**src/rtl/bram_18_7_stream_ctrl.sv**
```systemverilog
// Stream client for a 1-cycle-latency dual-port BRAM: loads one DEPTH-word frame, then drains it back out.
// Latency: first output word valid 2 cycles after the load phase ends; 1 word/cycle sustained afterwards.
// Backpressure: in_ready is low while draining; out_ready=0 fills a 2-entry skid FIFO and then stalls read issue.
// Optional build macro BRAM_STREAM_BITREV_EN: drain in bit-reversed address order (needs DEPTH == 2**ADDR_W).
module bram_18_7_stream_ctrl #(
  parameter int DATA_W = 18,
  parameter int ADDR_W = 7,
  parameter int DEPTH  = 128
) (
  input  logic              clk,
  input  logic              rst_n,
  input  logic              in_valid,
  output logic              in_ready,
  input  logic [DATA_W-1:0] in_data,
  output logic              out_valid,
  input  logic              out_ready,
  output logic [DATA_W-1:0] out_data,
  output logic              frame_done,
  output logic              mem_wr_en,
  output logic [ADDR_W-1:0] mem_wr_addr,
  output logic [DATA_W-1:0] mem_wr_din,
  output logic [ADDR_W-1:0] mem_rd_addr,
  input  logic [DATA_W-1:0] mem_rd_dout
);

  typedef enum logic {S_LOAD = 1'b0, S_UNLOAD = 1'b1} state_t;

  // Read counter needs one extra bit so "all reads issued" (rd_cnt == DEPTH) is representable.
  localparam int                CNT_W   = ADDR_W + 1;
  localparam logic [CNT_W-1:0]  DEPTH_C = CNT_W'(DEPTH);
  localparam logic [ADDR_W-1:0] LAST_WR = ADDR_W'(DEPTH - 1);

`ifdef BRAM_STREAM_BITREV_EN
  // Bit-reversed draining only makes sense over a full power-of-two address space.
  if (DEPTH != (2 ** ADDR_W)) begin : g_bitrev_depth_chk
    $error("BRAM_STREAM_BITREV_EN requires DEPTH == 2**ADDR_W");
  end
`endif

  state_t              state;
  logic [ADDR_W-1:0]   wr_cnt;
  logic [CNT_W-1:0]    rd_cnt;
  logic [CNT_W-1:0]    rd_nxt;
  logic                inflight;
  logic [1:0]          skid_cnt;
  logic [DATA_W-1:0]   skid_tail;
  logic                wr_fire;
  logic                push;
  logic                pop;
  logic                issue;
  logic                last_pop;

  // Maps a frame index to the BRAM address it is read from.
  function automatic logic [ADDR_W-1:0] rd_map(input logic [ADDR_W-1:0] idx);
    logic [ADDR_W-1:0] r;
`ifdef BRAM_STREAM_BITREV_EN
    for (int i = 0; i < ADDR_W; i++) begin
      r[i] = idx[ADDR_W-1-i];
    end
`else
    r = idx;
`endif
    return r;
  endfunction

  // Write side is a straight pass-through of the accepted input word.
  assign wr_fire     = in_valid & in_ready;
  assign mem_wr_en   = wr_fire;
  assign mem_wr_addr = wr_cnt;
  assign mem_wr_din  = in_ready ? in_data : '0;

  assign out_valid = (skid_cnt != 2'd0);
  assign pop       = out_valid & out_ready;
  assign push      = inflight;
  assign rd_nxt    = rd_cnt + CNT_W'(1);

  // Issue a read when the skid FIFO is guaranteed a free slot at return time; counting this
  // cycle's pop as a freed slot is what keeps the drain at one word per cycle without bubbles.
  always_comb begin
    issue    = 1'b0;
    last_pop = 1'b0;
    if (state == S_UNLOAD) begin
      issue = (rd_cnt < DEPTH_C) &&
              (({1'b0, skid_cnt} + {2'b00, inflight}) < (3'd2 + {2'b00, pop}));
      // Last word leaves when every read is done, nothing is in flight and one word remains.
      last_pop = pop && (rd_cnt == DEPTH_C) && !inflight && (skid_cnt == 2'd1);
    end
  end

  // Phase FSM with load/read counters and registered handshake outputs.
  always_ff @(posedge clk or negedge rst_n) begin
    if (!rst_n) begin
      state       <= S_LOAD;
      in_ready    <= 1'b0;
      wr_cnt      <= '0;
      rd_cnt      <= '0;
      mem_rd_addr <= '0;
      inflight    <= 1'b0;
      frame_done  <= 1'b0;
    end else begin
      frame_done <= last_pop;
      inflight   <= issue;
      case (state)
        S_LOAD: begin
          in_ready <= 1'b1;
          if (wr_fire) begin
            if (wr_cnt == LAST_WR) begin
              wr_cnt   <= '0;
              state    <= S_UNLOAD;
              in_ready <= 1'b0;
            end else begin
              wr_cnt <= wr_cnt + ADDR_W'(1);
            end
          end
        end
        S_UNLOAD: begin
          in_ready <= 1'b0;
          if (issue) begin
            rd_cnt <= rd_nxt;
            // Present the next address early; after the final read the address simply holds.
            if (rd_nxt < DEPTH_C) begin
              mem_rd_addr <= rd_map(rd_nxt[ADDR_W-1:0]);
            end
          end
          if (last_pop) begin
            state       <= S_LOAD;
            rd_cnt      <= '0;
            mem_rd_addr <= rd_map('0);
            in_ready    <= 1'b1;
          end
        end
        default: state <= S_LOAD;
      endcase
    end
  end

  // Two-entry skid FIFO; out_data is the registered head, skid_tail the second entry.
  always_ff @(posedge clk or negedge rst_n) begin
    if (!rst_n) begin
      skid_cnt  <= 2'd0;
      out_data  <= '0;
      skid_tail <= '0;
    end else begin
      case ({push, pop})
        2'b10: begin
          if (skid_cnt == 2'd0) begin
            out_data <= mem_rd_dout;
          end else begin
            skid_tail <= mem_rd_dout;
          end
          skid_cnt <= skid_cnt + 2'd1;
        end
        2'b01: begin
          if (skid_cnt == 2'd2) begin
            out_data <= skid_tail;
          end
          skid_cnt <= skid_cnt - 2'd1;
        end
        2'b11: begin
          if (skid_cnt == 2'd1) begin
            out_data <= mem_rd_dout;
          end else begin
            out_data  <= skid_tail;
            skid_tail <= mem_rd_dout;
          end
        end
        default: begin
          skid_cnt <= skid_cnt;
        end
      endcase
    end
  end

endmodule

```
**config.mk**
```make
export PLATFORM = sky130hd
export DESIGN_NAME = bram_18_7_stream_ctrl
export DESIGN_NICKNAME = d
export VERILOG_FILES = /design/src/rtl/bram_18_7_stream_ctrl.sv
export SDC_FILE = /design/constraint.sdc
export NUM_CORES = 1
export LEC_CHECK = 0
export ABC_AREA = 1
export BUFFER_PORTS_ARGS = -buffer_cell sky130_fd_sc_hd__clkbuf_2
export CAP_MARGIN = 5
export CORE_MARGIN = 5
export CORE_UTILIZATION = 56
export CTS_CLUSTER_SIZE = 12
export DETAILED_ROUTE_END_ITERATION = 6
export PLACE_DENSITY_LB_ADDON = 0.25
export SLEW_MARGIN = 10
export SYNTH_ARGS = -nofsm -noshare
export SYNTH_HDL_FRONTEND = slang
export SYNTH_SLANG_ARGS = --single-unit
export TNS_END_PERCENT = 5
```
**constraint.sdc**
```tcl
create_clock -name clk -period 3.7 [get_ports clk]
set_input_delay 0.555 -clock clk [delete_from_list [all_inputs] [get_ports clk]]
set_output_delay 0.555 -clock clk [all_outputs]
set_load 0.01 [all_outputs]
```
==> results.md, run 1 <==
* Synth top area cells: dfrtp_1, nand2_1, nand3_1
* Kind of critical path: reg -> reg
* Total wire length at about 7.5 mm
* TritonRoute pass-1 iters at 4
* Largest family of logic cells by synthesized area: simple AND/OR/NAND/NOR gates
* R2r startpoint: skid_cnt[1]
* Simple-Gate Fraction of Synth Area at 34.7%
* Clk slew on worst S/H paths at approximately 0.08 ns
* IO Port Bufs at 93
* Post-synthesis compound-gate area fraction at 2.89%
* Syn Std Cell Area at 3340 um2
* Status: finished, final reports clean
* GRT overflow at 0
* Area leader, netlist: dfrtp_1
* Max Slew Vio Count at 0
* Clock Sinks at 64
* H-tree Lvls at 3
* Die X at 87.2 um
* Critical Path Sink Type: flop
* Commonest cells after routing, fill and taps aside: nand2_1, clkbuf_2, dfrtp_1
* Core area at 5850 um2
* Setup repair bufs after CTS at 0
* Syn-to-layout area delta at 20.4%
* Layout net count at 578
* Post-CTS resize count at 0
* Clock Skew at between 0.01 and 0.015 ns
* Final RePlAce weighted congestion at ~0.86
* Most frequent CP cell: inv_2
* Synthesized net count at 484
* Pleak at ~0.0025 uW
* Number of hold buffers added after cts at 0
* Buffering stage count on the worst path with inverters included at 5
* Unrepaired setup endpoints after global routing: no
* XOR/XNOR share of the synthesized area at roughly 1.8%
* Worst IR Drop VDD at 398 uV
* Reg2reg setup slack at 1.48 ns
* Total power at around 2900 uW
* Setup Viol. Count Final at 0
* CP max-delay cell: dfrtp_1
* FP Rows at 28
* FF-to-FF path depth at 13
* Max_cap viols at 0
* Endpoints failing hold at 0
* Antenna viol nets, final at 0
* Largest net degree at the start of global routing at between 40 and 50
* CTS tree: yes
* Post-synth cell types at 26
* Clock buffer depth at 2
* DR iter-0 viols at roughly 110
* Initial antenna violation count at 0
* Synth warn at 0
* Slowest stage delay, CP at 0.42 ns
* Hold/Removal Path Class: in -> async
* R2R Path End: out_data[16]
* Worst path arrival time at 2.50 ns
* First-pass GRT wire length at around 13 mm
* IO Count at 94
* Cell area power density at 717 nW/um2
* Largest delay share family, worst path: simple AND/OR/NAND/NOR gates
* Clk_lat worst skew at roughly 0.35 ns
* CP Max Fanout at 19
* Initial Util at 57.1%
* DP HPWL at 5.45 mm
* Final Critical Period at 2.22 ns
* Die Footprint at 7600 um2
* Synthesized instance count at around 430
* Die height at 87.2 um
* Crit start category: flop
* CP startpoint: skid_cnt[1]
* Worst-Margin Slew at about 0.60 ns
* Synth top area share at 48.0%
* Post-Synth Adder-Cell Area at 4.12%
* Critical-path cell list: inv_1 -> ha_1 -> inv_2 -> nand2_4 -> inv_4 -> ha_1 -> inv_2 -> nor2_1 -> nor2_1 -> nand2_2 -> inv_2 -> nand2_1 -> nand2_1
* Post-DR vias/cell at 4.85
* Ant diodes at 0
* GRT Total Usage at ~22%
* Syn avg cell area at between 7 and 8 um2
* Tcrit/Tclk final at 60.1%
* Setup TNS at 0 ns
* Post-synthesis sequential area ratio at 48.0%
* Vias in the first global route at 2966
* Upper clock frequency limit at roughly 450 MHz
* CTS root buf: clkbuf_8
* Synthesized flop and latch total at 64
* Ratio of cells with drive above 1 in the final layout at between 20% and 30%
* Vias at just under 3k
* Routed len/inst at about 12 um
* Worst Path Required at just under 4 ns
* Slew margin rel. at 60.3%
* CTS buffer count at 9
* Drt drc at 0
* Mux cell area share after synthesis at 0%
* Most common library cell in the layout ignoring fill and taps: nand2_1
==> worst max path at each step <==
stage,endpoint,cells after the start,slack (ns)
floorplan,out_data[10],13,1.85
global placement,out_data[16],13,1.56
detailed placement,out_data[16],13,1.46
CTS,out_data[16],13,1.46
global route,out_data[11],13,1.32
finish,out_data[16],13,1.48
==> stage by stage <==
step	utilization [%]	instance area (um2)	setup slack (ns)	instances	hold slack [ns]
floorplan	-	3340	1.85	433	0.259
CTS	68.7	4020	1.46	607	0.132
finish	68.7	4020	1.48	607	0.140
detailed placement	65.2	3810	1.46	591	0.459
global placement	65.2	3810	1.56	591	0.453
global route	68.7	4020	1.32	607	0.163
==> Yosys cell counts <==
library cell	number
buf_2	2
inv_2	5
nand2_1	204
nand2_2	8
o21ai_4	1
buf_4	2
nor2_1	12
buf_6	3
nor2_2	3
nand4_1	1
ha_1	11
dlymetal6s2s_1	1
xnor2_1	1
nand3_4	1
a21oi_1	4
dfrtp_1	64
xor2_1	6
nand2_4	4
inv_4	1
nand3_2	2
inv_1	44
clkbuf_8	1
nand3_1	34
clkbuf_1	2
nor3_1	4
o21ai_0	12
==> area by class of cell <==
class	count	area, um2
Inverter	50	190
Multi-Input combinational cell	308	1450
Clock buffer	11	151
Tap cell	75	93.8
Sequential cell	64	1600
Timing Repair Buffer	94	473
Fill cell	497	1830
Clock inverter	5	55.1
==> report_power, final <==
group          internal (uW)  switching (uW)
clock network            345             274
registers                963             198
logic                    415             687
==> flip-flops by register name, indices dropped and copies added (netlist names) <==
register / count
skid_cnt: 2
mem_rd_addr: 7
inflight: 1
rd_cnt: 8
frame_done: 1
mem_wr_addr: 7
state: 1
skid_tail: 18
out_data: 18
in_ready: 1
==> cell families after synthesis <==
kind of cell | Yosys count
and+or+nand+nor | 273
DFF | 64
buffers and inverters | 61
AOI/OAI and AO/OA | 17
adders and majority gates | 11
xor gates and xnor gates | 7
==> per-layer routing <==
metal  global-route usage [%]  share of wire (%)
met1                     25.8                 42
met2                     37.4                 49
met3                     6.91                7.4
met4                     6.83                1.2
met5                        0                  0
Note: power is estimated with default switching activity, not from simulation.
==> run 2: changes to the inputs <==
Settings changed: CORE_UTILIZATION 56 to 47.
Clock period 3.7 ns to 2 ns, I/O delays scaled along.
==> results.md, run 2 (synthesis gave the netlist of run 1 again) <==
* DP HPWL at 5.35 mm (-1.9%)
* Die Footprint at 8890 um2 (+17%)
* Fillers at 665 (+34%)
* Ratio of cells with drive above 1 in the final layout at 25.9% (+0.51 points)
* Drt drc at 0 (unchanged)
* Final Critical Period at 1.83 ns (-0.397 ns)
* IO Port Bufs at 93 (unchanged)
* Post-Layout Cell Count at 633 (+4.3%)
* Vias in the first global route at 2847 (-4.0%)
* FP Rows at 30 (+7.1%)
* CTS tree: yes
* Post-DR vias/cell at 4.69 (-3.3%)
* Total wire length at 7.54 mm (+0.79%)
* Sw Share at 41.1% (+0.91 points)
* Syn-to-layout area delta at 22.8%
* Initial Util at 48.6% (-8.5 points)
* R2R Path End: out_data[13]
* Clock Power Share at 18.9% (-2.6 points)
* Dpl ws at 0.0980 ns (-1.36 ns)
* CTS buffer count at 9 (unchanged)
* Seq pwr share at 40.3% (about the same)
* Setup Viol. Count Final at 0 (unchanged)
* Slew margin rel. at 61.7% (+1.4 points)
* H-tree Lvls at 3 (unchanged)
* Placed Area at 3880 um2 (+1.8%)
* Vias at 2971 (+0.85%)
* Dpl cells at 616 (+4.2%)
* Most common library cell in the layout ignoring fill and taps: nand2_1
* Comb pwr share at 40.8% (+2.6 points)
* Upper clock frequency limit at 548 MHz (+22%)
* Status: finished, final reports clean
* Kind of critical path: reg -> reg
* Clk_lat worst skew at 0.35 ns (about the same)
* Initial antenna violation count at 0 (unchanged)
* Unrepaired setup endpoints after global routing: yes
* Crit start category: flop
* Ant diodes at 0 (unchanged)
* Die height at 94.3 um (+8.1%)
* First-pass GRT wire length at 12.9 mm (-0.86%)
* Critical Path Sink Type: flop
* Setup repair bufs after CTS at 0 (unchanged)
* Total power at 5230 uW (+81%)
* NetSw at 2150 uW (+86%)
* Final worst slack at 0.174 ns (-1.30 ns)
* Worst Path Required at 2.29 ns (-1.69 ns)
* Worst-Margin Slew at 0.572 ns (-0.0234 ns)
* IO Count at 94 (unchanged)
* Multi-input gate area at 1470 um2 (+1.3%)
* Commonest cells after routing, fill and taps aside: nand2_1, clkbuf_2, dfrtp_1
* Register area at 1600 um2 (unchanged)
* TritonRoute pass-1 iters at 4 (unchanged)
* GRT overflow at 0 (unchanged)
* Clock Sinks at 64 (unchanged)
* Layout net count at 583 (+0.87%)
* Reg2reg setup slack at 0.17 ns (-1.30 ns)
* Hold_sp: mem_rd_dout[12]
* Max Slew Vio Count at 0 (unchanged)
* Pleak at 0.00251 uW (+0.95%)
* Clock buffer depth at 2 (unchanged)
* Largest net degree at the start of global routing at 65 (+38%)
* Endpoints failing hold at 0 (unchanged)
* Final instance area at 4100 um2 (+2.0%)
* Antenna viol nets, final at 0 (unchanged)
* Routed len/inst at 11.9 um (-3.4%)
* Max_cap viols at 0 (unchanged)
* Final RePlAce weighted congestion at 0.848 (-1.1%)
* Biggest regs: out_data (18), skid_tail (18), rd_cnt (8)
* Cell area power density at 1280 nW/um2 (+78%)
* Clock Skew at 0.00947 ns (-0.00152 ns)
* R2r startpoint: skid_cnt[0]
* Worst IR Drop VDD at 647 uV (+62%)
* Hold Path Sink: skid_tail[12]
* Die X at 94.3 um (+8.1%)
* Core area at 6870 um2 (+17%)
* FF-to-FF path depth at 11 (-2)
* Worst path arrival time at 2.11 ns (-0.39 ns)
* Tcrit/Tclk final at 91.3% (+31 points)
* GRT Total Usage at 18.5% (-3.2 points)
* Hold/Removal Path Class: in -> reg
* DR iter-0 viols at 91 (-13%)
* Cell-internal power at 3080 uW (+79%)
* CTS root buf: clkbuf_8
* Worst hold path depth at 3
* Worst hold margin at 0.195 ns (+0.0554 ns)
* CP Max Fanout at 18 (-1)
* Clk slew on worst S/H paths at 0.07 ns (about the same)
## run 2: layout make-up
type | instances | area share, %
multi-input cells | 308 | 35.9
inverters | 50 | 4.70
well taps | 96 | 2.93
repair buffers | 99 | 13.1
flip-flops and latches | 64 | 39.1
clock buffers | 10 | 3.36
clock inverters | 6 | 0.855
## run 2: power groups by stage
stage               combinational, uW  clock [uW]  sequential [uW]
floorplan                        1340           0             2190
global placement                 2080           0             2110
detailed placement               2120           0             2130
CTS                              2140        1010             2110
global route                     2450        1080             2170
finish                           2130         988             2110
## run 2: through the flow
step	TNS [ns]	util, %
CTS	0	59.2
floorplan	0	-
detailed placement	0	56.5
global placement	0	56.5
finish	0	59.7
global route	-0.0113	59.7
## run 2: how the worst max path moves through the flow
stage | from | end | slack, ns | cells after the start
2_1_floorplan | skid_cnt[0] | out_data[10] | 0.15 | 13
3_3_place_gp | skid_cnt[0] | out_data[15] | 0.19 | 13
3_5_place_dp | skid_cnt[0] | out_data[8] | 0.1 | 13
4_1_cts | skid_cnt[0] | out_data[8] | 0.10 | 13
5_1_grt | skid_cnt[0] | out_data[8] | -0.01 | 13
6_report | skid_cnt[0] | out_data[13] | 0.17 | 11
## run 2: repair_timing
action,in CTS,in global routing
endpoints found under the hold margin,64,0
gates resized for setup,0,8
hold buffers,1,0
setup endpoints to repair,0,29
## run 2: critical path: stages, from the launching register on
cell     delay, ns
dfrtp_1       0.41
inv_1         0.08
ha_1          0.20
inv_2         0.08
nand2_4       0.07
inv_4         0.07
nand2_4       0.07
o21ai_4       0.47
nand2_1       0.11
nand2_1       0.08
nand2_1       0.04
nand2_1       0.06
## run 2: metal layers
metal	GRT usage [%]	part of all wire (%)
met5	0	0
met1	23.0	44
met3	4.41	7.4
met2	30.0	47
met4	8.66	1.4
